--- src/rtl/alu_pipe_if.sv ---
// Request/response bundle for alu_pipe: valid/ready request side, valid/ready result side.
// The master drives requests and consumes results; the slave is the ALU.
interface alu_pipe_if #(
  parameter int WORD_SIZE = 16
) ();
  logic                 alu_enable;
  logic                 alu_ready;
  logic [4:0]           opcode;
  logic [WORD_SIZE-1:0] input1;
  logic [WORD_SIZE-1:0] input2;
  logic [WORD_SIZE-1:0] alu_out;
  logic                 alu_valid;
  logic                 out_ready;
  logic [3:0]           flags;
  logic                 illegal_op;
  logic                 busy;

  modport master (
    output alu_enable, opcode, input1, input2, out_ready,
    input  alu_ready, alu_out, alu_valid, flags, illegal_op, busy
  );

  modport slave (
    input  alu_enable, opcode, input1, input2, out_ready,
    output alu_ready, alu_out, alu_valid, flags, illegal_op, busy
  );
endinterface

--- src/rtl/alu_pipe.sv ---
// Handshaked ALU stage with a registered result/flags slot and either an
// iterative (1 bit/cycle) or barrel shifter chosen at elaboration.
module alu_pipe #(
  parameter int         WORD_SIZE  = 16,
  parameter int         ITER_SHIFT = 1,
  parameter logic [4:0] OP_NOT     = 5'd0,
  parameter logic [4:0] OP_AND     = 5'd1,
  parameter logic [4:0] OP_ANDI    = 5'd2,
  parameter logic [4:0] OP_OR      = 5'd3,
  parameter logic [4:0] OP_XOR     = 5'd4,
  parameter logic [4:0] OP_ADD     = 5'd5,
  parameter logic [4:0] OP_ADDI    = 5'd6,
  parameter logic [4:0] OP_SUB     = 5'd7,
  parameter logic [4:0] OP_COMP    = 5'd8,
  parameter logic [4:0] OP_SRI     = 5'd9,
  parameter logic [4:0] OP_SLI     = 5'd10
) (
  input logic       clock,
  input logic       reset_n,
  alu_pipe_if.slave bus
);
  localparam int                   MSB     = WORD_SIZE - 1;
  localparam int                   CW      = $clog2(WORD_SIZE + 1);
  localparam logic [CW-1:0]        CNT_ONE = CW'(1);
  localparam logic [WORD_SIZE-1:0] WS_VAL  = WORD_SIZE'(WORD_SIZE);

  typedef enum logic [0:0] {IDLE = 1'b0, SHIFT = 1'b1} state_t;

  typedef struct packed {
    logic [WORD_SIZE-1:0] res;
    logic                 c;
    logic                 v;
    logic                 ill;
  } alu_res_t;

  state_t               state_r, state_next_s;
  logic [WORD_SIZE-1:0] shift_a_r, step_a_s, alu_out_r, wr_res_s;
  logic [CW-1:0]        cnt_r, amt_s;
  logic                 shift_left_r, step_c_s;
  logic                 alu_valid_r, illegal_op_r, wr_ill_s, write_s;
  logic [3:0]           flags_r, wr_flags_s;
  logic                 alu_ready_s, accept_s, is_shift_s, start_iter_s;
  alu_res_t             comp_s;

  function automatic logic [CW-1:0] clamp_amt(input logic [WORD_SIZE-1:0] b);
    if (b >= WS_VAL) return CW'(WORD_SIZE);
    else             return b[CW-1:0];
  endfunction

  function automatic logic [3:0] make_flags(input logic [WORD_SIZE-1:0] res,
                                            input logic c, input logic v);
    return {(res == {WORD_SIZE{1'b0}}), res[MSB], c, v};
  endfunction

  function automatic alu_res_t compute(input logic [4:0] op,
                                       input logic [WORD_SIZE-1:0] a,
                                       input logic [WORD_SIZE-1:0] b);
    alu_res_t                 r;
    logic [WORD_SIZE:0]       sum;
    logic [2*WORD_SIZE-1:0]   wide;
    logic [CW-1:0]            amt;
    r    = '{res: {WORD_SIZE{1'b0}}, c: 1'b0, v: 1'b0, ill: 1'b0};
    sum  = {(WORD_SIZE+1){1'b0}};
    wide = {(2*WORD_SIZE){1'b0}};
    amt  = clamp_amt(b);
    case (op)
      OP_NOT:          r.res = ~a;
      OP_AND, OP_ANDI: r.res = a & b;
      OP_OR:           r.res = a | b;
      OP_XOR:          r.res = a ^ b;
      OP_ADD, OP_ADDI: begin
        sum   = {1'b0, a} + {1'b0, b};
        r.res = sum[MSB:0];
        r.c   = sum[WORD_SIZE];
        r.v   = (a[MSB] == b[MSB]) && (sum[MSB] != a[MSB]);
      end
      OP_SUB: begin
        sum   = {1'b0, a} - {1'b0, b};
        r.res = sum[MSB:0];
        r.c   = sum[WORD_SIZE];
        r.v   = (a[MSB] != b[MSB]) && (sum[MSB] != a[MSB]);
      end
      OP_COMP: r.res = (a == b) ? {{(WORD_SIZE-1){1'b0}}, 1'b1} : {WORD_SIZE{1'b0}};
      // Shift through a double-width window so the bit just past the result is the carry.
      OP_SRI: begin
        wide  = {a, {WORD_SIZE{1'b0}}} >> amt;
        r.res = wide[2*WORD_SIZE-1:WORD_SIZE];
        r.c   = wide[MSB];
      end
      OP_SLI: begin
        wide  = {{WORD_SIZE{1'b0}}, a} << amt;
        r.res = wide[MSB:0];
        r.c   = wide[WORD_SIZE];
      end
      default: r.ill = 1'b1;
    endcase
    return r;
  endfunction

  assign alu_ready_s  = (state_r == IDLE) && (!alu_valid_r || bus.out_ready);
  assign accept_s     = bus.alu_enable && alu_ready_s;
  assign is_shift_s   = (bus.opcode == OP_SRI) || (bus.opcode == OP_SLI);
  assign amt_s        = clamp_amt(bus.input2);
  assign start_iter_s = (ITER_SHIFT != 0) && accept_s && is_shift_s && (amt_s != {CW{1'b0}});
  assign comp_s       = compute(bus.opcode, bus.input1, bus.input2);
  assign step_a_s     = shift_left_r ? {shift_a_r[MSB-1:0], 1'b0} : {1'b0, shift_a_r[MSB:1]};
  assign step_c_s     = shift_left_r ? shift_a_r[MSB] : shift_a_r[0];

  // FSM state register
  always_ff @(posedge clock or negedge reset_n) begin
    if (!reset_n) state_r <= IDLE;
    else          state_r <= state_next_s;
  end

  // Next-state logic
  always_comb begin
    state_next_s = state_r;
    case (state_r)
      IDLE: begin
        if (start_iter_s) state_next_s = SHIFT;
        else              state_next_s = IDLE;
      end
      SHIFT: begin
        if (cnt_r == CNT_ONE) state_next_s = IDLE;
        else                  state_next_s = SHIFT;
      end
      default: state_next_s = IDLE;
    endcase
  end

  // Select what, if anything, is written into the result slot this edge
  always_comb begin
    write_s    = 1'b0;
    wr_res_s   = comp_s.res;
    wr_flags_s = make_flags(comp_s.res, comp_s.c, comp_s.v);
    wr_ill_s   = comp_s.ill;
    if ((state_r == SHIFT) && (cnt_r == CNT_ONE)) begin
      write_s    = 1'b1;
      wr_res_s   = step_a_s;
      wr_flags_s = make_flags(step_a_s, step_c_s, 1'b0);
      wr_ill_s   = 1'b0;
    end else if (accept_s && !start_iter_s) begin
      write_s = 1'b1;
    end else begin
      write_s = 1'b0;
    end
  end

  // Result slot: a fresh write wins over consumption so back-to-back ops flow at 1/cycle
  always_ff @(posedge clock or negedge reset_n) begin
    if (!reset_n) begin
      alu_out_r    <= {WORD_SIZE{1'b0}};
      flags_r      <= 4'b0000;
      illegal_op_r <= 1'b0;
      alu_valid_r  <= 1'b0;
    end else if (write_s) begin
      alu_out_r    <= wr_res_s;
      flags_r      <= wr_flags_s;
      illegal_op_r <= wr_ill_s;
      alu_valid_r  <= 1'b1;
    end else if (bus.out_ready) begin
      alu_valid_r  <= 1'b0;
    end else begin
      alu_valid_r  <= alu_valid_r;
    end
  end

  // Iterative shifter operand and step counter
  always_ff @(posedge clock or negedge reset_n) begin
    if (!reset_n) begin
      shift_a_r    <= {WORD_SIZE{1'b0}};
      cnt_r        <= {CW{1'b0}};
      shift_left_r <= 1'b0;
    end else if (start_iter_s) begin
      shift_a_r    <= bus.input1;
      cnt_r        <= amt_s;
      shift_left_r <= (bus.opcode == OP_SLI);
    end else if (state_r == SHIFT) begin
      shift_a_r    <= step_a_s;
      cnt_r        <= cnt_r - CNT_ONE;
    end else begin
      cnt_r        <= cnt_r;
    end
  end

  assign bus.alu_ready  = alu_ready_s;
  assign bus.alu_out    = alu_out_r;
  assign bus.flags      = flags_r;
  assign bus.illegal_op = illegal_op_r;
  assign bus.alu_valid  = alu_valid_r;
  assign bus.busy       = (ITER_SHIFT != 0) && (state_r == SHIFT);
endmodule

--- src/flat_wrapper.sv ---
// flat-port wrapper written by rule: the top's interface ports become plain ports
module alu_pipe_flat 
#(
  parameter int         WORD_SIZE  = 16,
  parameter int         ITER_SHIFT = 1,
  parameter logic [4:0] OP_NOT     = 5'd0,
  parameter logic [4:0] OP_AND     = 5'd1,
  parameter logic [4:0] OP_ANDI    = 5'd2,
  parameter logic [4:0] OP_OR      = 5'd3,
  parameter logic [4:0] OP_XOR     = 5'd4,
  parameter logic [4:0] OP_ADD     = 5'd5,
  parameter logic [4:0] OP_ADDI    = 5'd6,
  parameter logic [4:0] OP_SUB     = 5'd7,
  parameter logic [4:0] OP_COMP    = 5'd8,
  parameter logic [4:0] OP_SRI     = 5'd9,
  parameter logic [4:0] OP_SLI     = 5'd10
)
  (clock, reset_n, bus_alu_enable, bus_opcode, bus_input1, bus_input2, bus_out_ready, bus_alu_ready, bus_alu_out, bus_alu_valid, bus_flags, bus_illegal_op, bus_busy);
  alu_pipe_if #(.WORD_SIZE(WORD_SIZE)) bus_i ();
  input logic clock;
  input logic reset_n;
  input wire logic [$bits(bus_i.alu_enable)-1:0] bus_alu_enable;
  input wire logic [$bits(bus_i.opcode)-1:0] bus_opcode;
  input wire logic [$bits(bus_i.input1)-1:0] bus_input1;
  input wire logic [$bits(bus_i.input2)-1:0] bus_input2;
  input wire logic [$bits(bus_i.out_ready)-1:0] bus_out_ready;
  output wire logic [$bits(bus_i.alu_ready)-1:0] bus_alu_ready;
  output wire logic [$bits(bus_i.alu_out)-1:0] bus_alu_out;
  output wire logic [$bits(bus_i.alu_valid)-1:0] bus_alu_valid;
  output wire logic [$bits(bus_i.flags)-1:0] bus_flags;
  output wire logic [$bits(bus_i.illegal_op)-1:0] bus_illegal_op;
  output wire logic [$bits(bus_i.busy)-1:0] bus_busy;
  assign bus_i.alu_enable = bus_alu_enable;
  assign bus_i.opcode = bus_opcode;
  assign bus_i.input1 = bus_input1;
  assign bus_i.input2 = bus_input2;
  assign bus_i.out_ready = bus_out_ready;
  assign bus_alu_ready = bus_i.alu_ready;
  assign bus_alu_out = bus_i.alu_out;
  assign bus_alu_valid = bus_i.alu_valid;
  assign bus_flags = bus_i.flags;
  assign bus_illegal_op = bus_i.illegal_op;
  assign bus_busy = bus_i.busy;
  alu_pipe #(.WORD_SIZE(WORD_SIZE), .ITER_SHIFT(ITER_SHIFT), .OP_NOT(OP_NOT), .OP_AND(OP_AND), .OP_ANDI(OP_ANDI), .OP_OR(OP_OR), .OP_XOR(OP_XOR), .OP_ADD(OP_ADD), .OP_ADDI(OP_ADDI), .OP_SUB(OP_SUB), .OP_COMP(OP_COMP), .OP_SRI(OP_SRI), .OP_SLI(OP_SLI)) u_core (.clock(clock), .reset_n(reset_n), .bus(bus_i));
endmodule
--- config.mk ---
export PLATFORM = sky130hd
export DESIGN_NAME = alu_pipe_flat
export DESIGN_NICKNAME = d
export VERILOG_FILES = /design/src/rtl/alu_pipe_if.sv /design/src/rtl/alu_pipe.sv /design/src/flat_wrapper.sv
export SDC_FILE = /design/constraint.sdc
export NUM_CORES = 1
export LEC_CHECK = 0
export ABC_AREA = 1
export CORE_ASPECT_RATIO = 0.6
export CORE_MARGIN = 2
export CORE_UTILIZATION = 35
export DETAILED_ROUTE_END_ITERATION = 16
export PLACE_DENSITY_LB_ADDON = 0.2
export SYNTH_ARGS = -nofsm -noshare
export SYNTH_HDL_FRONTEND = slang
export SYNTH_SLANG_ARGS = --single-unit
--- constraint.sdc ---
create_clock -name clock -period 2.4 [get_ports clock]
set_input_delay 0.24 -clock clock [delete_from_list [all_inputs] [get_ports clock]]
set_output_delay 0.24 -clock clock [all_outputs]
set_load 0.1 [all_outputs]
==> summary.md <==
| Metric | Value |
|---|---|
| Status | `completed` |
| CP max FO | `7` |
| Top_reg_cell synth | `dfrtp_1` |
| Layout area overhead | `73.75%` |
| Distinct cells, synth | `slightly below 50` |
| Initial Util | `0.3587` |
| Finished Core Util | `0.6232` |
| I/O pin count | `between 60 and 70` |
| Synth warn | `0` |
| CP Data Required Time | `between 2 and 3 ns` |
| Clk Latency, worst-skew pair | `0.29 ns` |
| Count leader, synth | `nand2_1` |
| Synth Area in Adders | `0.1024` |
| DRC Markers | `0` |
| Top cell type's share of synthesized area | `0.1695` |
| Sequential share of the synthesized area | `0.1695` |
| Synth Area in Compound Gates | `0.1835` |
| Post-Route Setup TNS | `0 ns` |
| Total CTS buffers | `5` |
| Final hold violations | `0` |
| Fin crit period | `around 2.3 ns` |
| Post-Synthesis Net Count | `1163` |
| Post-synthesis simple-gate area fraction | `0.4106` |
| Antenna violations before repair | `0` |
| Max Fclk | `430.3 MHz` |
| Largest area contributor in the netlist | `dfrtp_1` |
| Post-route cell area | `11290 um^2` |
| Worst vdd ir | `0.0006671 V` |
| Routed WL | `35.43 mm` |
| Worst slack, placed | `-0.7120 ns` |
| PortBufs | `between 60 and 70` |
| Root Buffer | `clkbuf_16` |
| Synth Cell Area | `6497 um^2` |
| Crit path launch | `bus_input2[5]` |
| First-pass GRT wire length | `roughly 52 mm` |
| Yosys reg bits | `44` |
| Worst-case hold slack | `between 0.3 and 0.4 ns` |
| Placed inst area | `around 9600 um^2` |
| Final clock skew | `between 0.005 and 0.006 ns` |
| CTS H-tree depth | `2` |
| CP arrival | `2.53 ns` |
| Gr usage total | `0.3504` |
| Final worst-path cycle share | `0.9684` |
| Post-synth EDFFs | `0` |
| Remaining antenna violation count | `0` |
| Syn_area_per_cell | `between 6 and 7 um^2` |
| Gate Count Post-Synth | `1070` |
| Slew HR | `0.6446` |
| Setup crit end kind | `flop` |
| CTS tree | `done` |
| Drt via density | `roughly 5.6` |
| Die Wd | `179.9 um` |
| Worst setup path class | `primary input to flop` |
| Post-DP HPWL | `28.04 mm` |
| Mux cell area share after synthesis | `0.01232` |
| Diodes inserted | `0` |
| Total iterations of the first detailed-routing run | `6` |
| MaxCap Viol Count | `0` |
| Vias in the first global route | `8508` |
| Max clock buf depth | `2` |
| Main combinational cell family by area after synthesis | `simple AND/OR/NAND/NOR gates` |
| Reg2Reg Capture Point | `u_core.bus.flags[3]` |
| Remaining global-route overflow | `0` |
| Largest net degree at the start of global routing | `26` |
| Die H | `109.5 um` |
| R2r worst-path depth | `6` |
| Xor/xnor share of the synthesized area | `0.005392` |
| CTS clk-pin slew, worst paths | `0.06 ns` |
| Die area | `19710 um^2` |
| CTS Sinks | `44` |
| Static leakage | `5.578 nW` |
| R2r startpoint | `u_core.shift_left_r` |
| Final Max Tran Viols | `0` |
| FILL cells | `1650` |
| Final setup viols | `0` |
| Final net count | `1533` |
| GPL Wtd Cong | `around 1.0` |
| WL/cell | `21.08 um` |
| Worst slew pin tran | `around 0.53 ns` |
| Synth area leaders | `dfrtp_1, nand2_1, nand3_1` |
| Hold Path Class | `primary input to asynchronous set/reset pin` |
| Core area | `18110 um^2` |
| Worst setup endpoint | `u_core.bus.alu_out[13]` |
| Starting DRT DRC Count | `1335` |
| Type of origin of the critical path | `primary input` |
| Via count | `9435` |
| FP Rows | `38` |
| Share of cells above drive strength 1 | `0.4761` |
| R2R setup slack | `roughly 0.62 ns` |
| Setup slack after layout | `0.07590 ns` |
| Post-synth ARST share | `1.000` |
| Pwr Density | `563.8 nW/um^2` |
| Most instantiated cells after synthesis | `nand2_1, nand3_1, inv_1` |
stage by stage:
stage          cells  total power [mW]
4_1_cts         1661             6.146
6_report        1681             6.365
2_1_floorplan   1070             3.703
3_5_place_dp    1634             5.131
3_3_place_gp    1634             5.109
5_1_grt         1681             6.670
power breakdown:
part           leakage, nW  internal [mW]  switching, mW  total, mW
sequential           0.577           1.04          0.253       1.30
clock               0.0911          0.597          0.292      0.889
combinational         4.91           1.37           2.81       4.18
total                 5.58           3.01           3.36       6.37
state kept, by name, summed over array words and instances (netlist names):
register,count
u_core.cnt_r,5
u_core.shift_a_r,16
u_core.bus.alu_out,15
u_core.bus.busy,1
u_core.bus.alu_valid,1
u_core.shift_left_r,1
u_core.bus.flags,4
u_core.bus.illegal_op,1
area by class of cell:
type                    instances  area (um^2)  area share
repair buffers                411         3413      0.3023
multi-input cells             845         5764      0.5106
clock inverters                 2        60.06    0.005320
clock buffers                   6        128.9     0.01142
inverters                     133        516.7     0.04577
flip-flops and latches         44         1106     0.09797
well taps                     240        300.3     0.02660
worst min path at each step:
stage,start,to,slack (ns),depth (start not counted)
final,reset_n,u_core.bus.illegal_op,0.34,2
after global routing,reset_n,u_core.bus.alu_out[3],0.37,2
after CTS,reset_n,u_core.bus.illegal_op,0.33,2
after detailed placement,reset_n,u_core.bus.illegal_op,0.11,1
after global placement,reset_n,u_core.bus.illegal_op,0.11,1
after floorplan,reset_n,u_core.bus.alu_out[0],-0.06,0
timing repair:
action                                 in CTS  in global routing
buffers inserted                           16                 21
endpoints found under the hold margin       8                  0
gates cloned                                2                  0
pin swaps                                  51                112
hold buffers                                1                  0
setup endpoints to repair                  44                 19
gates resized for setup                   173                258
critical path, stage by stage:
cell,delay (ns)
clkdlybuf4s15_1,0.19
inv_2,0.11
nand2_2,0.07
nor2_4,0.10
buf_12,0.13
buf_12,0.13
buf_6,0.14
nand4_1,0.19
buf_4,0.20
nand3_2,0.08
nand3_2,0.08
nand3_1,0.10
nand2_1,0.09
inv_1,0.08
nand2_2,0.07
nand3_1,0.08
nor2_2,0.05
buf_4,0.13
buf_4,0.12
o221ai_1,0.13
cells by family (layout without fill, tap and decap cells):
| kind of cell | count (synthesis) | count (layout) |
|---|---|---|
| muxes | 8 | 8 |
| buffers and inverters | 181 | 552 |
| and+or+nand+nor | 585 | 585 |
| xor gates and xnor gates | 4 | 4 |
| AOI/OAI and AO/OA | 196 | 196 |
| DFF | 44 | 44 |
| adders and majority gates | 52 | 52 |
layer usage:
| layer | vias to the layer above | wire, um | track usage |
|---|---|---|---|
| li1 | 4389 | - | - |
| met1 | 4422 | 16490 | 0.5486 |
| met2 | 577 | 13450 | 0.4672 |
| met3 | 47 | 4999 | 0.1007 |
| met4 | 0 | 490 | 0.05285 |
| met5 | - | 0 | 0 |
layout by cell type, fill, tap and decap left out, drive strengths merged, types with 4 or more instances in the layout:
| cell | instances |
|---|---|
| buf | 371 |
| nand2 | 278 |
| nand3 | 155 |
| inv | 126 |
| nor2 | 94 |
| a21oi | 64 |
| o21ai | 54 |
| ha | 50 |
| dfrtp | 44 |
| nand4 | 31 |
| clkbuf | 29 |
| o221ai | 21 |
| o211ai | 20 |
| o22ai | 19 |
| nor3 | 16 |
| mux2i | 8 |
| dlymetal6s2s | 6 |
| clkdlybuf4s50 | 5 |
| clkinv | 5 |
| a221oi | 5 |
| xor2 | 4 |
No activity file was read; power rests on OpenSTA's default activity.
